--- config.mk ---
export PLATFORM = sky130hd
export DESIGN_NAME = imem_loader_flat
export DESIGN_NICKNAME = d
export VERILOG_FILES = /design/src/rtl/imem_loader_pkg.sv /design/src/rtl/imem_loader_if.sv /design/src/rtl/imem_loader_sync_edge.sv /design/src/rtl/imem_loader.sv /design/src/flat_wrapper.sv
export SDC_FILE = /design/constraint.sdc
export NUM_CORES = 1
export LEC_CHECK = 0
export CORE_ASPECT_RATIO = 2
export CORE_MARGIN = 5
export CORE_UTILIZATION = 30
export DETAILED_ROUTE_END_ITERATION = 7
export HOLD_SLACK_MARGIN = 0.12
export PLACE_DENSITY = 0.56
export SYNTH_ARGS = -nofsm -noshare
export SYNTH_HDL_FRONTEND = slang
export SYNTH_SLANG_ARGS = --single-unit
export TNS_END_PERCENT = 30
--- constraint.sdc ---
create_clock -name clk -period 4.75 [get_ports clk]
set_input_delay 0.475 -clock clk [delete_from_list [all_inputs] [get_ports clk]]
set_output_delay 0.475 -clock clk [all_outputs]
set_load 0.01 [all_outputs]
--- src/rtl/imem_loader_pkg.sv ---
// Shared types and sizing helpers for the byte-serial instruction-memory loader.
package imem_pkg;

    localparam int IMEM_ADDR_WIDTH = 10;
    localparam int IMEM_DATA_WIDTH = 40;
    localparam int PAD_BYTE_WIDTH  = 8;

    typedef enum logic [2:0] {
        S_IDLE,
        S_ADDR,
        S_DATA,
        S_CSUM,
        S_COMMIT
    } loader_state_t;

    // Number of pad bytes needed to carry a field of the given bit width.
    function automatic int byte_count(input int width);
        return (width + PAD_BYTE_WIDTH - 1) / PAD_BYTE_WIDTH;
    endfunction

endpackage

--- src/rtl/imem_loader_if.sv ---
// Instruction-memory write port: one-cycle write strobe with address and data.
interface imem_loader_if
    import imem_pkg::*;
#(
    parameter int ADDR_WIDTH = IMEM_ADDR_WIDTH,
    parameter int DATA_WIDTH = IMEM_DATA_WIDTH
);

    logic                  imem_write;
    logic [ADDR_WIDTH-1:0] imem_write_adr;
    logic [DATA_WIDTH-1:0] imem_in;

    modport master (
        output imem_write,
        output imem_write_adr,
        output imem_in
    );

    modport slave (
        input imem_write,
        input imem_write_adr,
        input imem_in
    );

endinterface

--- src/rtl/imem_loader_sync_edge.sv ---
// Multi-flop synchroniser for an asynchronous pad level, with an optional
// registered rising-edge pulse output in place of the synchronised level.
module sync_edge #(
    parameter int STAGES = 2,
    parameter bit EDGE   = 1'b1
) (
    input  logic clk,
    input  logic reset_n,
    input  logic async_in,
    output logic sync_out
);

    logic [STAGES-1:0] chain;

    if (STAGES < 2) begin : g_bad_stages
        $error("sync_edge: STAGES must be at least 2");
    end

    // NOTE: non-blocking assignments make every stage capture its neighbour's
    // previous value; blocking ones would collapse the chain into a single flop.
    always_ff @(posedge clk or negedge reset_n) begin
        if (!reset_n) begin
            chain <= '0;
        end else begin
            chain <= {chain[STAGES-2:0], async_in};
        end
    end

    if (EDGE) begin : g_edge
        logic level_q;

        always_ff @(posedge clk or negedge reset_n) begin
            if (!reset_n) begin
                level_q  <= 1'b0;
                sync_out <= 1'b0;
            end else begin
                level_q  <= chain[STAGES-1];
                sync_out <= chain[STAGES-1] & ~level_q;
            end
        end
    end else begin : g_level
        assign sync_out = chain[STAGES-1];
    end

endmodule

--- src/rtl/imem_loader.sv ---
// Assembles MSB-first byte-serial pad frames (address, data, optional XOR
// checksum) into single instruction-memory writes, with auto-increment streaming.
module imem_loader
    import imem_pkg::*;
#(
    parameter int ADDR_WIDTH  = IMEM_ADDR_WIDTH,
    parameter int DATA_WIDTH  = IMEM_DATA_WIDTH,
    parameter int BYTE_WIDTH  = PAD_BYTE_WIDTH,
    parameter int SYNC_STAGES = 2,
    parameter int CHECKSUM    = 1
) (
    input  logic                  clk,
    input  logic                  reset_n,
    input  logic                  load_en,
    input  logic                  byte_strobe,
    input  logic [BYTE_WIDTH-1:0] byte_in,
    input  logic                  auto_inc_en,
    input  logic                  err_clear,
    imem_loader_if.master         imem,
    output logic                  busy,
    output logic                  err_sticky,
    output logic [15:0]           words_written
);

    localparam int         ADDR_BYTES = byte_count(ADDR_WIDTH);
    localparam int         DATA_BYTES = byte_count(DATA_WIDTH);
    localparam logic [7:0] ADDR_LAST  = 8'(ADDR_BYTES - 1);
    localparam logic [7:0] DATA_LAST  = 8'(DATA_BYTES - 1);

    if (BYTE_WIDTH != PAD_BYTE_WIDTH) begin : g_bad_byte_width
        $error("imem_loader: BYTE_WIDTH must be 8");
    end
    if (SYNC_STAGES < 2) begin : g_bad_sync_stages
        $error("imem_loader: SYNC_STAGES must be at least 2");
    end

    loader_state_t         state;
    logic                  load_en_s;
    logic                  strobe_rise;
    logic [BYTE_WIDTH-1:0] byte_s0;
    logic [BYTE_WIDTH-1:0] byte_q;
    logic [BYTE_WIDTH-1:0] csum;
    logic [BYTE_WIDTH-1:0] csum_next;
    logic [7:0]            byte_cnt;
    logic [ADDR_WIDTH-1:0] addr_sr;
    logic [ADDR_WIDTH-1:0] addr_shifted;
    logic [ADDR_WIDTH-1:0] addr_inc;
    logic [ADDR_WIDTH-1:0] next_addr;
    logic [DATA_WIDTH-1:0] data_sr;
    logic [DATA_WIDTH-1:0] data_shifted;
    logic                  have_addr;

    sync_edge #(.STAGES(SYNC_STAGES), .EDGE(1'b0)) u_load_sync (
        .clk      (clk),
        .reset_n  (reset_n),
        .async_in (load_en),
        .sync_out (load_en_s)
    );

    sync_edge #(.STAGES(SYNC_STAGES), .EDGE(1'b1)) u_strobe_sync (
        .clk      (clk),
        .reset_n  (reset_n),
        .async_in (byte_strobe),
        .sync_out (strobe_rise)
    );

    // The pad byte is stable for the whole strobe-high window, so a plain
    // two-flop capture is settled well before the edge pulse reaches the FSM.
    always_ff @(posedge clk or negedge reset_n) begin
        if (!reset_n) begin
            byte_s0 <= '0;
            byte_q  <= '0;
        end else begin
            byte_s0 <= byte_in;
            byte_q  <= byte_s0;
        end
    end

    assign addr_shifted = ADDR_WIDTH'({addr_sr, byte_q});
    assign data_shifted = DATA_WIDTH'({data_sr, byte_q});
    assign csum_next    = csum ^ byte_q;
    assign addr_inc     = imem.imem_write_adr + ADDR_WIDTH'(1);

    always_ff @(posedge clk or negedge reset_n) begin
        if (!reset_n) begin
            state               <= S_IDLE;
            busy                <= 1'b0;
            err_sticky          <= 1'b0;
            words_written       <= '0;
            byte_cnt            <= '0;
            csum                <= '0;
            addr_sr             <= '0;
            data_sr             <= '0;
            next_addr           <= '0;
            have_addr           <= 1'b0;
            imem.imem_write     <= 1'b0;
            imem.imem_write_adr <= '0;
            imem.imem_in        <= '0;
        end else begin
            imem.imem_write <= 1'b0;
            // NOTE: the clear is scheduled first so that an error raised further
            // down in the same cycle overrides it (the last non-blocking write wins).
            if (err_clear) begin
                err_sticky <= 1'b0;
            end

            case (state)
                S_IDLE: begin
                    byte_cnt <= '0;
                    csum     <= '0;
                    data_sr  <= '0;
                    if (!load_en_s) begin
                        have_addr <= 1'b0;
                    end else if (auto_inc_en && have_addr) begin
                        state   <= S_DATA;
                        busy    <= 1'b1;
                        addr_sr <= next_addr;
                    end else begin
                        state   <= S_ADDR;
                        busy    <= 1'b1;
                        addr_sr <= '0;
                    end
                end

                S_ADDR, S_DATA, S_CSUM: begin
                    if (!load_en_s) begin
                        state      <= S_IDLE;
                        busy       <= 1'b0;
                        err_sticky <= 1'b1;
                        have_addr  <= 1'b0;
                    end else if (strobe_rise) begin
                        csum     <= csum_next;
                        byte_cnt <= byte_cnt + 8'd1;
                        if (state == S_ADDR) begin
                            addr_sr <= addr_shifted;
                            if (byte_cnt == ADDR_LAST) begin
                                state    <= S_DATA;
                                byte_cnt <= '0;
                            end
                        end else if (state == S_DATA) begin
                            data_sr <= data_shifted;
                            if (byte_cnt == DATA_LAST) begin
                                byte_cnt <= '0;
                                if (CHECKSUM != 0) begin
                                    state <= S_CSUM;
                                end else begin
                                    state               <= S_COMMIT;
                                    imem.imem_write     <= 1'b1;
                                    imem.imem_write_adr <= addr_sr;
                                    imem.imem_in        <= data_shifted;
                                end
                            end
                        end else if (csum_next == '0) begin
                            state               <= S_COMMIT;
                            imem.imem_write     <= 1'b1;
                            imem.imem_write_adr <= addr_sr;
                            imem.imem_in        <= data_sr;
                        end else begin
                            state      <= S_IDLE;
                            busy       <= 1'b0;
                            err_sticky <= 1'b1;
                        end
                    end
                end

                S_COMMIT: begin
                    words_written <= words_written + 16'd1;
                    have_addr     <= 1'b1;
                    next_addr     <= addr_inc;
                    byte_cnt      <= '0;
                    csum          <= '0;
                    data_sr       <= '0;
                    // A load_en fall seen here lets the write finish without an error.
                    if (!load_en_s) begin
                        state <= S_IDLE;
                        busy  <= 1'b0;
                    end else if (auto_inc_en) begin
                        state   <= S_DATA;
                        addr_sr <= addr_inc;
                    end else begin
                        state   <= S_ADDR;
                        addr_sr <= '0;
                    end
                end

                default: begin
                    state <= S_IDLE;
                    busy  <= 1'b0;
                end
            endcase
        end
    end

endmodule

--- src/flat_wrapper.sv ---
// flat-port wrapper written by rule: the top's interface ports become plain ports
module imem_loader_flat import imem_pkg::*;
#(
    parameter int ADDR_WIDTH  = IMEM_ADDR_WIDTH,
    parameter int DATA_WIDTH  = IMEM_DATA_WIDTH,
    parameter int BYTE_WIDTH  = PAD_BYTE_WIDTH,
    parameter int SYNC_STAGES = 2,
    parameter int CHECKSUM    = 1
)
  (clk, reset_n, load_en, byte_strobe, byte_in, auto_inc_en, err_clear, busy, err_sticky, words_written, imem_imem_write, imem_imem_write_adr, imem_imem_in);
  imem_loader_if #(.ADDR_WIDTH(ADDR_WIDTH), .DATA_WIDTH(DATA_WIDTH)) imem_i ();
  input  logic clk;
  input  logic reset_n;
  input  logic load_en;
  input  logic byte_strobe;
  input  logic [BYTE_WIDTH-1:0] byte_in;
  input  logic auto_inc_en;
  input  logic err_clear;
  output logic busy;
  output logic err_sticky;
  output logic [15:0] words_written;
  output wire logic [$bits(imem_i.imem_write)-1:0] imem_imem_write;
  output wire logic [$bits(imem_i.imem_write_adr)-1:0] imem_imem_write_adr;
  output wire logic [$bits(imem_i.imem_in)-1:0] imem_imem_in;
  assign imem_imem_write = imem_i.imem_write;
  assign imem_imem_write_adr = imem_i.imem_write_adr;
  assign imem_imem_in = imem_i.imem_in;
  imem_loader #(.ADDR_WIDTH(ADDR_WIDTH), .DATA_WIDTH(DATA_WIDTH), .BYTE_WIDTH(BYTE_WIDTH), .SYNC_STAGES(SYNC_STAGES), .CHECKSUM(CHECKSUM)) u_core (.clk(clk), .reset_n(reset_n), .load_en(load_en), .byte_strobe(byte_strobe), .byte_in(byte_in), .auto_inc_en(auto_inc_en), .err_clear(err_clear), .imem(imem_i), .busy(busy), .err_sticky(err_sticky), .words_written(words_written));
endmodule
==> results of run 1 <==
-- cell type report --
type                       count  share of cell area, %
clock buffer                  17                  4.781
clock inverter                15                  2.390
inverter                      14                 0.5906
multi-input combinational    379                  30.03
sequential                   171                  48.09
tap                          287                  4.035
timing repair buffer          90                  10.08
-- through the flow --
stage,hold WS [ns],instance area (um^2),worst slack [ns],power (mW)
3_5_place_dp,0.3356,8250,2.162,2.271
2_1_floorplan,0.1794,7173,2.913,2.054
5_1_grt,0.3525,8899,2.063,3.863
6_report,0.3481,8899,2.217,3.683
3_3_place_gp,0.3329,8250,2.179,2.269
4_1_cts,0.3510,8899,2.162,3.743
-- worst min path at each step --
stage                                           start                       endpoint  slack (ns)  cells after the start
final                     u_core.byte_s0[2]$_DFF_PN0_     u_core.byte_q[2]$_DFF_PN0_        0.35                      0
after global routing      u_core.byte_s0[1]$_DFF_PN0_     u_core.byte_q[1]$_DFF_PN0_        0.35                      0
after CTS                 u_core.byte_s0[2]$_DFF_PN0_     u_core.byte_q[2]$_DFF_PN0_        0.35                      0
after floorplan                               reset_n  u_core.addr_sr[0]$_DFFE_PN0P_        0.18                      0
after detailed placement  u_core.byte_s0[3]$_DFF_PN0_     u_core.byte_q[3]$_DFF_PN0_        0.34                      0
after global placement    u_core.byte_s0[3]$_DFF_PN0_     u_core.byte_q[3]$_DFF_PN0_        0.33                      0
-- cells in the final DEF, fill, tap and decap left out, drive strengths merged, types with 14 or more instances in the layout --
cell,synthesis,layout
a22o,28,28
dfrtp,171,171
nand2,68,68
xor2,14,14
nand3,24,24
nor2,23,23
clkdlybuf4s50,0,81
mux2,53,53
xnor2,24,24
clkbuf,19,17
o21ai,35,35
inv,13,15
-- registers in the layout (all words and copies together), names as in the netlist --
signal / count
u_core.addr_sr: 10
u_core.busy: 1
u_core.words_written: 16
u_core.next_addr: 10
u_core.u_strobe_sync.g_edge.level_q: 1
u_core.err_sticky: 1
u_core.u_strobe_sync.chain: 2
u_core.imem.imem_in: 40
u_core.u_load_sync.chain: 2
u_core.csum: 8
u_core.byte_s0: 8
u_core.imem.imem_write_adr: 10
u_core.state: 3
u_core.u_strobe_sync.sync_out: 1
u_core.byte_cnt: 8
u_core.byte_q: 8
u_core.data_sr: 40
u_core.have_addr: 1
u_core.imem.imem_write: 1
-- routing by layer --
metal | up-vias | share of wire, % | GRT usage (%)
li1 | 2288 | - | -
met1 | 2461 | 39 | 13.76
met2 | 110 | 54 | 23.07
met3 | 27 | 4.0 | 3.046
met4 | 0 | 3.0 | 6.346
met5 | - | 0 | 0
-- worst max-delay path, cell delays in order (launching register included) --
cell and delay (ns):
dfrtp_1 0.81, or3b_1 0.71, nor4_1 0.58, nand4_1 0.18, xnor2_1 0.15
-- where the power goes --
part           internal (mW)  total [mW]  switching (mW)
clock network          0.805        1.45           0.646
registers               1.55        1.67           0.117
logic                  0.219       0.565           0.346
total                   2.57        3.68            1.11
-- cells in the mapped netlist (3+ instances only) --
| cell | count | share of area (%) |
|---|---|---|
| a31oi_1 | 6 | 0.52 |
| o211ai_1 | 3 | 0.31 |
| o22a_1 | 4 | 0.49 |
| nand2b_1 | 3 | 0.26 |
| o22ai_1 | 4 | 0.35 |
| a41oi_1 | 5 | 0.61 |
| dfrtp_1 | 171 | 60 |
| nand4_1 | 9 | 0.78 |
| xnor2_1 | 24 | 2.9 |
| nand2_1 | 68 | 3.6 |
| nor3b_1 | 3 | 0.31 |
| and3_1 | 4 | 0.35 |
| mux2_2 | 48 | 7.5 |
| buf_6 | 5 | 0.78 |
| a21oi_1 | 11 | 0.77 |
| nor2b_1 | 3 | 0.26 |
| mux2_1 | 5 | 0.78 |
| clkbuf_1 | 19 | 0.99 |
| o21ai_0 | 35 | 2.4 |
| buf_2 | 9 | 0.63 |
| nand3_1 | 24 | 1.7 |
| ha_1 | 5 | 0.87 |
| xor2_1 | 14 | 1.7 |
| a22o_1 | 28 | 3.4 |
| nor2_1 | 23 | 1.2 |
| inv_1 | 13 | 0.68 |
| a22oi_1 | 7 | 0.73 |
| and3b_1 | 3 | 0.37 |
| nor3_1 | 6 | 0.42 |
| or3_1 | 3 | 0.26 |
| and4_1 | 3 | 0.37 |
-- logic make-up after synthesis --
| kind of cell | Yosys count | share of synthesized area, % |
|---|---|---|
| mux | 55 | 8.599 |
| buf+inv | 48 | 3.192 |
| compound gates | 118 | 11.63 |
| xor+xnor | 38 | 4.640 |
| simple gates | 163 | 11.41 |
| fa+ha+maj | 5 | 0.8721 |
| flops | 171 | 59.65 |
==> out/metrics.yaml, run 1 <==
timing:
  maxSlewViolCount: 0
  fin_crit_sh_pct: 53.32
  relSlewSlack_pct: 29.40
  worst_pin_slew_ns: 1.059
  period_needed_ns: 2.533
  fin_setup_tns_ns: 0
  rsz0062_at_grt: "no"
  setup_violations: 0
  skew_ns: 0.008955
  hold_violations: 0
  clock.fmax_mhz: 394.9
finish:
  multi_input_area_um2: 2673
  fin_util_pct: 37.51
  nFillCells: 2289
  stdcell_count: 973
  area_growth_pct: 24.05
  diodes: 0
  drive_gt1_share_pct: 13.85
  register_area_um2: 4279
  fin_nets: 692
min_path:
  hold_class: "reg2reg"
worst_setup_path:
  cp_data_required_time_ns: 5.08
  crit_arrival_ns: 2.86
  r2r-end: "u_core.words_written[12]$_DFFE_PN0P_"
  cp-start-kind: "register"
  crit_start: "u_core.state[2]$_DFFE_PN0P_"
  reg2reg_depth: 4
  r2r_start: "u_core.state[2]$_DFFE_PN0P_"
  crit_type: "reg2reg"
  crit_path_end_kind: "register"
  path_max_fanout: 25
  crit_end: "u_core.words_written[12]$_DFFE_PN0P_"
  rrSetupSlack_ns: 2.22
floorplan:
  start_util_pct: 30.24
  io_pins: 83
  rows: 80
  die-area_um2: 27290
  die_h_um: 228.7
  coreArea_um2: 23720
  fp.dieW_um: 119.3
route:
  vias: 4886
  drtIter0Drc: 320
  via_per_inst: 5.022
  totalWireLength_um: 16800
  drc_errors: 0
  wl_per_cell_um: 17.27
  ant_nets: 0
  first_pass_iters: 5
clock_tree:
  clock_path_buffers: 2
  clk_latency_ns: 0.44
  ctsHoldBuffers: 1
  cts-root-buf: "clkbuf_16"
  clock_sink_count: 171
  clk_pin_slew_ns: 0.07
  cts_buffers: 17
  cts_tree: "yes"
  htree_levels: 4
  cts_setup_buffers: 0
  cts-resized-gates: 0
power:
  p_leak_nw: 3.868
  vdd_drop_max_mv: 0.1966
  p_per_area_nw_per_um2: 413.8
synthesis:
  syn-num-nets: 617
  netlist_area_um2: 7173
  ys_ff_latch: 171
  ys_types: 55
  synth_ff_type: "dfrtp_1"
  synthCells: 598
  syn-mean-instance-area_um2: 12.00
  synth_edf_count: 0
  ys_warn_count: 0
  ys_seq_area_share_pct: 59.65
  async_reset_ff_share_pct: 100.0
global_route:
  gr-usage-all-layers_pct: 12.79
  grt_max_degree: 88
  grt_pass1_vias: 4937
  grt_first_pass_wirelength_um: 27120
  antenna_found_initial: 0
  grt-ovfl-total: 0
status:
  status: "finished clean"
placement:
  dp.cells: 940
  port_buffers: 82
  dp_hpwl_um: 11600
  gp_congestion: 0.8462
job:
  timing.max_cap.violations: 0
Power figures use the tool's default switching activity.
==> run 2: changes to the inputs <==
==> constraint.sdc (replaced) <==
create_clock -name clk -period 2.6 [get_ports clk]
set_input_delay 0.26 -clock clk [delete_from_list [all_inputs] [get_ports clk]]
set_output_delay 0.26 -clock clk [all_outputs]
set_load 0.01 [all_outputs]
==> run 2 against run 1 <==
  * Register-to-register slack worse by 1.9 ns
  * Highest routed layer unchanged
  * Largest power group unchanged
  * Clock skew is 0.00064 ns higher
  * Combinational power grew 100%
  * Critical path depth unchanged
  * Clock power grew 83%
  * Setup slack worse by 1.9 ns
==> out/metrics.yaml, run 2 (synthesis gave the netlist of run 1 again) <==
timing:
  fin_ws_ns: 0.3601  # -1.857 ns
  period_needed_ns: 2.240  # -0.2926 ns
  worst_pin_slew_ns: 1.039  # -0.02017 ns
  maxSlewViolCount: 0  # unchanged
  rsz0062_at_grt: "no"
  hold_violations: 0  # unchanged
  clock.fmax_mhz: 446.4  # +13%
  skew_ns: 0.009596  # +0.0006410 ns
  whs_ns: 0.2689  # -0.07917 ns
  fin_setup_tns_ns: 0  # unchanged
  setup_violations: 0  # unchanged
  relSlewSlack_pct: 30.75  # +1.3 points
  fin_crit_sh_pct: 86.15  # +33 points
clock_tree:
  cts_tree: "yes"
  cts-root-buf: "clkbuf_16"
  clock_path_buffers: 2  # unchanged
  cts-resized-gates: 0  # unchanged
  clk_latency_ns: 0.43  # about the same
  clk_pin_slew_ns: 0.06  # about the same
  clock_sink_count: 171  # unchanged
  htree_levels: 4  # unchanged
  cts_buffers: 17  # unchanged
worst_setup_path:
  path_max_fanout: 17  # -32%
  cp-start-kind: "register"
  crit_type: "reg2reg"
  crit_start: "u_core.state[1]$_DFFE_PN0P_"
  reg2reg_depth: 4  # unchanged
  crit_end: "u_core.words_written[12]$_DFFE_PN0P_"
  crit_arrival_ns: 2.56  # -0.30 ns
  r2r_start: "u_core.state[1]$_DFFE_PN0P_"
  r2r-end: "u_core.words_written[12]$_DFFE_PN0P_"
  cp_data_required_time_ns: 2.92  # -2.16 ns
  rrSetupSlack_ns: 0.36  # -1.86 ns
  crit_path_end_kind: "register"
finish:
  diodes: 0  # unchanged
  fin_nets: 707  # +2.2%
  drive_gt1_share_pct: 15.57  # +1.7 points
  final_common_cell: "dfrtp_1"
  fin_util_pct: 38.04  # +0.53 points
  fin_area_um2: 9025  # +1.4%
  mostFrequentLayoutCells: "171 x dfrtp_1, 81 x clkdlybuf4s50_1, 68 x nand2_1"
  reg.largest.list: "u_core.data_sr: 40 flops, u_core.imem.imem_in: 40 flops, u_core.words_written: 16 flops"
  area_growth_pct: 25.82
  stdcell_count: 987  # +1.4%
  nFillCells: 2276  # -0.57%
job:
  timing.max_cap.violations: 0  # unchanged
placement:
  dp.cells: 955  # +1.6%
  port_buffers: 82  # unchanged
  place_area_um2: 8401  # +1.8%
  pre_cts_ws_ns: 0.3316  # -1.830 ns
  dp_hpwl_um: 12830  # +11%
  gp_congestion: 0.8067  # -4.7%
floorplan:
  start_util_pct: 30.24  # unchanged
  coreArea_um2: 23720  # unchanged
  die_h_um: 228.7  # unchanged
  rows: 80  # unchanged
  io_pins: 83  # unchanged
  fp.dieW_um: 119.3  # unchanged
  die-area_um2: 27290  # unchanged
power:
  p_leak_nw: 3.956  # +2.3%
  p_per_area_nw_per_um2: 755.6  # +83%
  vdd_drop_max_mv: 0.3553  # +81%
  total_power_mw: 6.819  # +85%
route:
  via_per_inst: 5.004  # -0.35%
  totalWireLength_um: 17840  # +6.1%
  wl_per_cell_um: 18.07  # +4.6%
  first_pass_iters: 4  # -1
  vias: 4939  # +1.1%
  ant_nets: 0  # unchanged
  drtIter0Drc: 347  # +8.4%
  drc_errors: 0  # unchanged
global_route:
  gr-usage-all-layers_pct: 13.55  # +0.76 points
  grt_first_pass_wirelength_um: 28860  # +6.4%
  grt_pass1_vias: 5177  # +4.9%
  grt-ovfl-total: 0  # unchanged
  antenna_found_initial: 0  # unchanged
  grt_max_degree: 69  # -22%
status:
  status: "finished clean"
min_path:
  holdPathStages: 1  # +1
  hold_class: "in2reg"
## run 2: cell types whose count changed in the layout (fill, tap and decap cells not counted), sizes merged
cell,delta
inv,+2
clkinv,-6
buf,+15
clkbuf,+2
bufinv,+1
## run 2: cell type report
cell class,count,area (um^2),area share [%]
Clock buffer,19,452.9,5.019
Clock inverter,12,161.4,1.788
Inverter,14,52.55,0.5823
Multi-Input combinational cell,379,2673,29.61
Sequential cell,171,4279,47.41
Tap cell,287,359.1,3.979
Timing Repair Buffer,105,1047,11.60
## run 2: how the worst min path moves through the flow
stage | startpoint | slack [ns] | endpoint
after floorplan | reset_n | -0.04 | u_core.addr_sr[0]$_DFFE_PN0P_
after global placement | reset_n | 0.28 | u_core.byte_s0[3]$_DFF_PN0_
after detailed placement | reset_n | 0.28 | u_core.byte_s0[5]$_DFF_PN0_
after CTS | byte_strobe | 0.24 | u_core.u_strobe_sync.chain[0]$_DFF_PN0_
after global routing | byte_strobe | 0.25 | u_core.u_strobe_sync.chain[0]$_DFF_PN0_
final | byte_strobe | 0.27 | u_core.u_strobe_sync.chain[0]$_DFF_PN0_
## run 2: timing repair
action,4_1_cts,5_1_grt
hold buffers,1,0
setup buffers,0,0
setup endpoints to repair,0,0
endpoints found under the hold margin,57,0
## run 2: power by group
| group | switching (mW) | internal [mW] | leakage, nW |
|---|---|---|---|
| Combinational | 0.674 | 0.455 | 1.34 |
| Clock | 1.09 | 1.57 | 0.303 |
| Sequential | 0.194 | 2.83 | 2.31 |
## run 2: layer usage
metal / vias to the layer above / global-route usage (%) / share of wire, %
li1: 2299 / - / -
met1: 2484 / 14.46 / 38
met2: 122 / 24.15 / 54
met3: 34 / 2.551 / 3.3
met4: 0 / 8.569 / 5.1
met5: - / 0 / 0
## run 2: worst max-delay path, cell delays in order (launching register included)
cell     delay [ns]
dfrtp_1        0.58
or3b_1         0.63
nor4_1         0.58
nand4_1        0.18
xnor2_1        0.15
==> run 3: changes to the inputs <==
--- a/config.mk
+++ b/config.mk
@@ -5,6 +5,7 @@
 export SDC_FILE = /design/constraint.sdc
 export NUM_CORES = 1
 export LEC_CHECK = 0
+export CAP_MARGIN = 20
 export CORE_ASPECT_RATIO = 2
 export CORE_MARGIN = 5
 export CORE_UTILIZATION = 30
==> run 3 against run 2 <==
  * Clock skew is 0.0016 ns higher
  * Sequential power barely moved
  * Core utilization grew 0.12 points
  * Wire length is 0.18% higher
  * Register-to-register slack barely moved
==> out/metrics.yaml, run 3 (synthesis gave the netlist of run 1 again) <==
power:
  vdd_drop_max_mv: 0.3548  # -0.15%
  p_comb_share_pct: 16.7  # about the same
  p_clk_share_pct: 39.0  # about the same
  p_sw_share_pct: 28.70  # about the same
  seqPwrFrac_pct: 44.4  # about the same
  p_leak_nw: 3.967  # +0.29%
  p_per_area_nw_per_um2: 754.0  # -0.22%
  intPower_mw: 4.866  # about the same
  p_switching_mw: 1.959  # +0.13%
clock_tree:
  clk_latency_ns: 0.44  # about the same
  cts_buffers: 17  # unchanged
  clock_path_buffers: 2  # unchanged
  cts-root-buf: "clkbuf_16"
  cts-resized-gates: 0  # unchanged
  clk_pin_slew_ns: 0.06  # about the same
  htree_levels: 4  # unchanged
  clock_sink_count: 171  # unchanged
  cts_tree: "yes"
timing:
  rsz0062_at_grt: "no"
  clock.fmax_mhz: 448.0  # +0.35%
  period_needed_ns: 2.232  # -0.007752 ns
  relSlewSlack_pct: 61.70  # +31 points
  skew_ns: 0.01124  # +0.001646 ns
  fin_setup_tns_ns: 0  # unchanged
  hold_violations: 0  # unchanged
  setup_violations: 0  # unchanged
  maxSlewViolCount: 0  # unchanged
  worst_pin_slew_ns: 0.5745  # -0.4642 ns
  fin_crit_sh_pct: 85.85  # -0.30 points
min_path:
  holdPathStages: 1  # unchanged
  hp-start: "byte_in[5]"
  hold-path-endpoint: "u_core.byte_s0[5]$_DFF_PN0_"
  hold_class: "in2reg"
floorplan:
  die-area_um2: 27290  # unchanged
  fp.dieW_um: 119.3  # unchanged
  io_pins: 83  # unchanged
  rows: 80  # unchanged
  coreArea_um2: 23720  # unchanged
  start_util_pct: 30.24  # unchanged
  die_h_um: 228.7  # unchanged
worst_setup_path:
  rrSetupSlack_ns: 0.37  # about the same
  r2r_start: "u_core.state[1]$_DFFE_PN0P_"
  cpMaxStageDelayCell: "or3b_1"
  r2r-end: "u_core.words_written[12]$_DFFE_PN0P_"
  cp_data_required_time_ns: 2.92  # about the same
  crit_path_end_kind: "register"
  path_max_fanout: 17  # unchanged
  reg2reg_depth: 4  # unchanged
  path_cells: "or3b_1, nor4_1, nand4_1, xnor2_1"
  crit_arrival_ns: 2.55  # about the same
  cp-start-kind: "register"
  crit_type: "reg2reg"
  slowest_delay_ns: 0.63  # about the same
route:
  ant_nets: 0  # unchanged
  vias: 4965  # +0.53%
  wl_per_cell_um: 18.08  # about the same
  via_per_inst: 5.025  # +0.42%
  first_pass_iters: 6  # +2
  drc_errors: 0  # unchanged
  drtIter0Drc: 343  # -1.2%
  totalWireLength_um: 17870  # +0.18%
finish:
  area_growth_pct: 26.20
  diodes: 0  # unchanged
  reg.largest.list: "u_core.data_sr: 40 flops, u_core.imem.imem_in: 40 flops, u_core.words_written: 16 flops"
  stdcell_count: 988  # +0.10%
  register_area_um2: 4279  # unchanged
  drive_gt1_share_pct: 15.69  # +0.12 points
  multi_input_area_um2: 2673  # unchanged
  nFillCells: 2272  # -0.18%
  final_common_cell: "dfrtp_1"
  mostFrequentLayoutCells: "171 x dfrtp_1, 81 x clkdlybuf4s50_1, 68 x nand2_1"
  fin_nets: 708  # +0.14%
status:
  status: "finished clean"
placement:
  port_buffers: 82  # unchanged
  dp.cells: 955  # unchanged
  dp_hpwl_um: 12830  # unchanged
  gp_congestion: 0.8067  # unchanged
global_route:
  antenna_found_initial: 0  # unchanged
  grt-ovfl-total: 0  # unchanged
  grt_first_pass_wirelength_um: 28860  # unchanged
  gr-usage-all-layers_pct: 13.55  # unchanged
  grt_pass1_vias: 5177  # unchanged
  grt_max_degree: 69  # unchanged
job:
  timing.max_cap.violations: 0  # unchanged
[run 3: final cells by class]
class,count,area share (%)
Multi-Input combinational cell,379,29.52
Sequential cell,171,47.27
Tap cell,287,3.967
Clock inverter,12,1.783
Inverter,14,0.5805
Clock buffer,19,5.003
Timing Repair Buffer,106,11.87
[run 3: power by group through the flow]
stage          Sequential [mW]  Clock [mW]  Combinational [mW]
6_report                  3.03        2.66                1.14
5_1_grt                   3.05        2.83                1.25
4_1_cts                   3.03        2.74                1.16
3_5_place_dp              3.08           0                1.16
3_3_place_gp              3.08           0                1.16
2_1_floorplan             2.98           0               0.768
[run 3: metrics by stage]
stage	area [um^2]	setup slack, ns	power [mW]	hold WS, ns	util [%]
after global placement	8401	0.3041	4.233	0.2825	35.41
after detailed placement	8401	0.3316	4.236	0.2834	35.41
after CTS	9025	0.3384	6.926	0.2418	38.04
final	9052	0.3678	6.825	0.2679	38.16
after global routing	9052	0.2244	7.130	0.2456	38.16
after floorplan	7173	0.7633	3.752	-0.03559	-
[run 3: per-layer routing]
metal / routed length [um] / global-route usage (%)
met1: 6830 / 14.46
met2: 9629 / 24.15
met3: 530 / 2.551
met4: 877 / 8.569
met5: 0 / 0
[run 3: worst max-delay path by stage]
stage,from,cells after the start,endpoint
2_1_floorplan,u_core.byte_q[0]$_DFF_PN0_,5,u_core.imem.imem_in[4]$_DFFE_PN0P_
3_3_place_gp,u_core.state[1]$_DFFE_PN0P_,4,u_core.words_written[12]$_DFFE_PN0P_
3_5_place_dp,u_core.state[1]$_DFFE_PN0P_,4,u_core.words_written[14]$_DFFE_PN0P_
4_1_cts,u_core.state[1]$_DFFE_PN0P_,4,u_core.words_written[14]$_DFFE_PN0P_
5_1_grt,u_core.state[1]$_DFFE_PN0P_,4,u_core.words_written[14]$_DFFE_PN0P_
6_report,u_core.state[1]$_DFFE_PN0P_,4,u_core.words_written[12]$_DFFE_PN0P_
[run 3: critical path, delay by kind of cell (launching register included)]
family | cells | cell delay [ns]
xor gates and xnor gates | 1 | 0.15
DFF | 1 | 0.58
and+or+nand+nor | 3 | 1.39
[run 3: timing repair]
| action | 4_1_cts | 5_1_grt |
|---|---|---|
| buffers inserted | 0 | 0 |
| endpoints found under the hold margin | 57 | 0 |
| hold buffers | 1 | 0 |
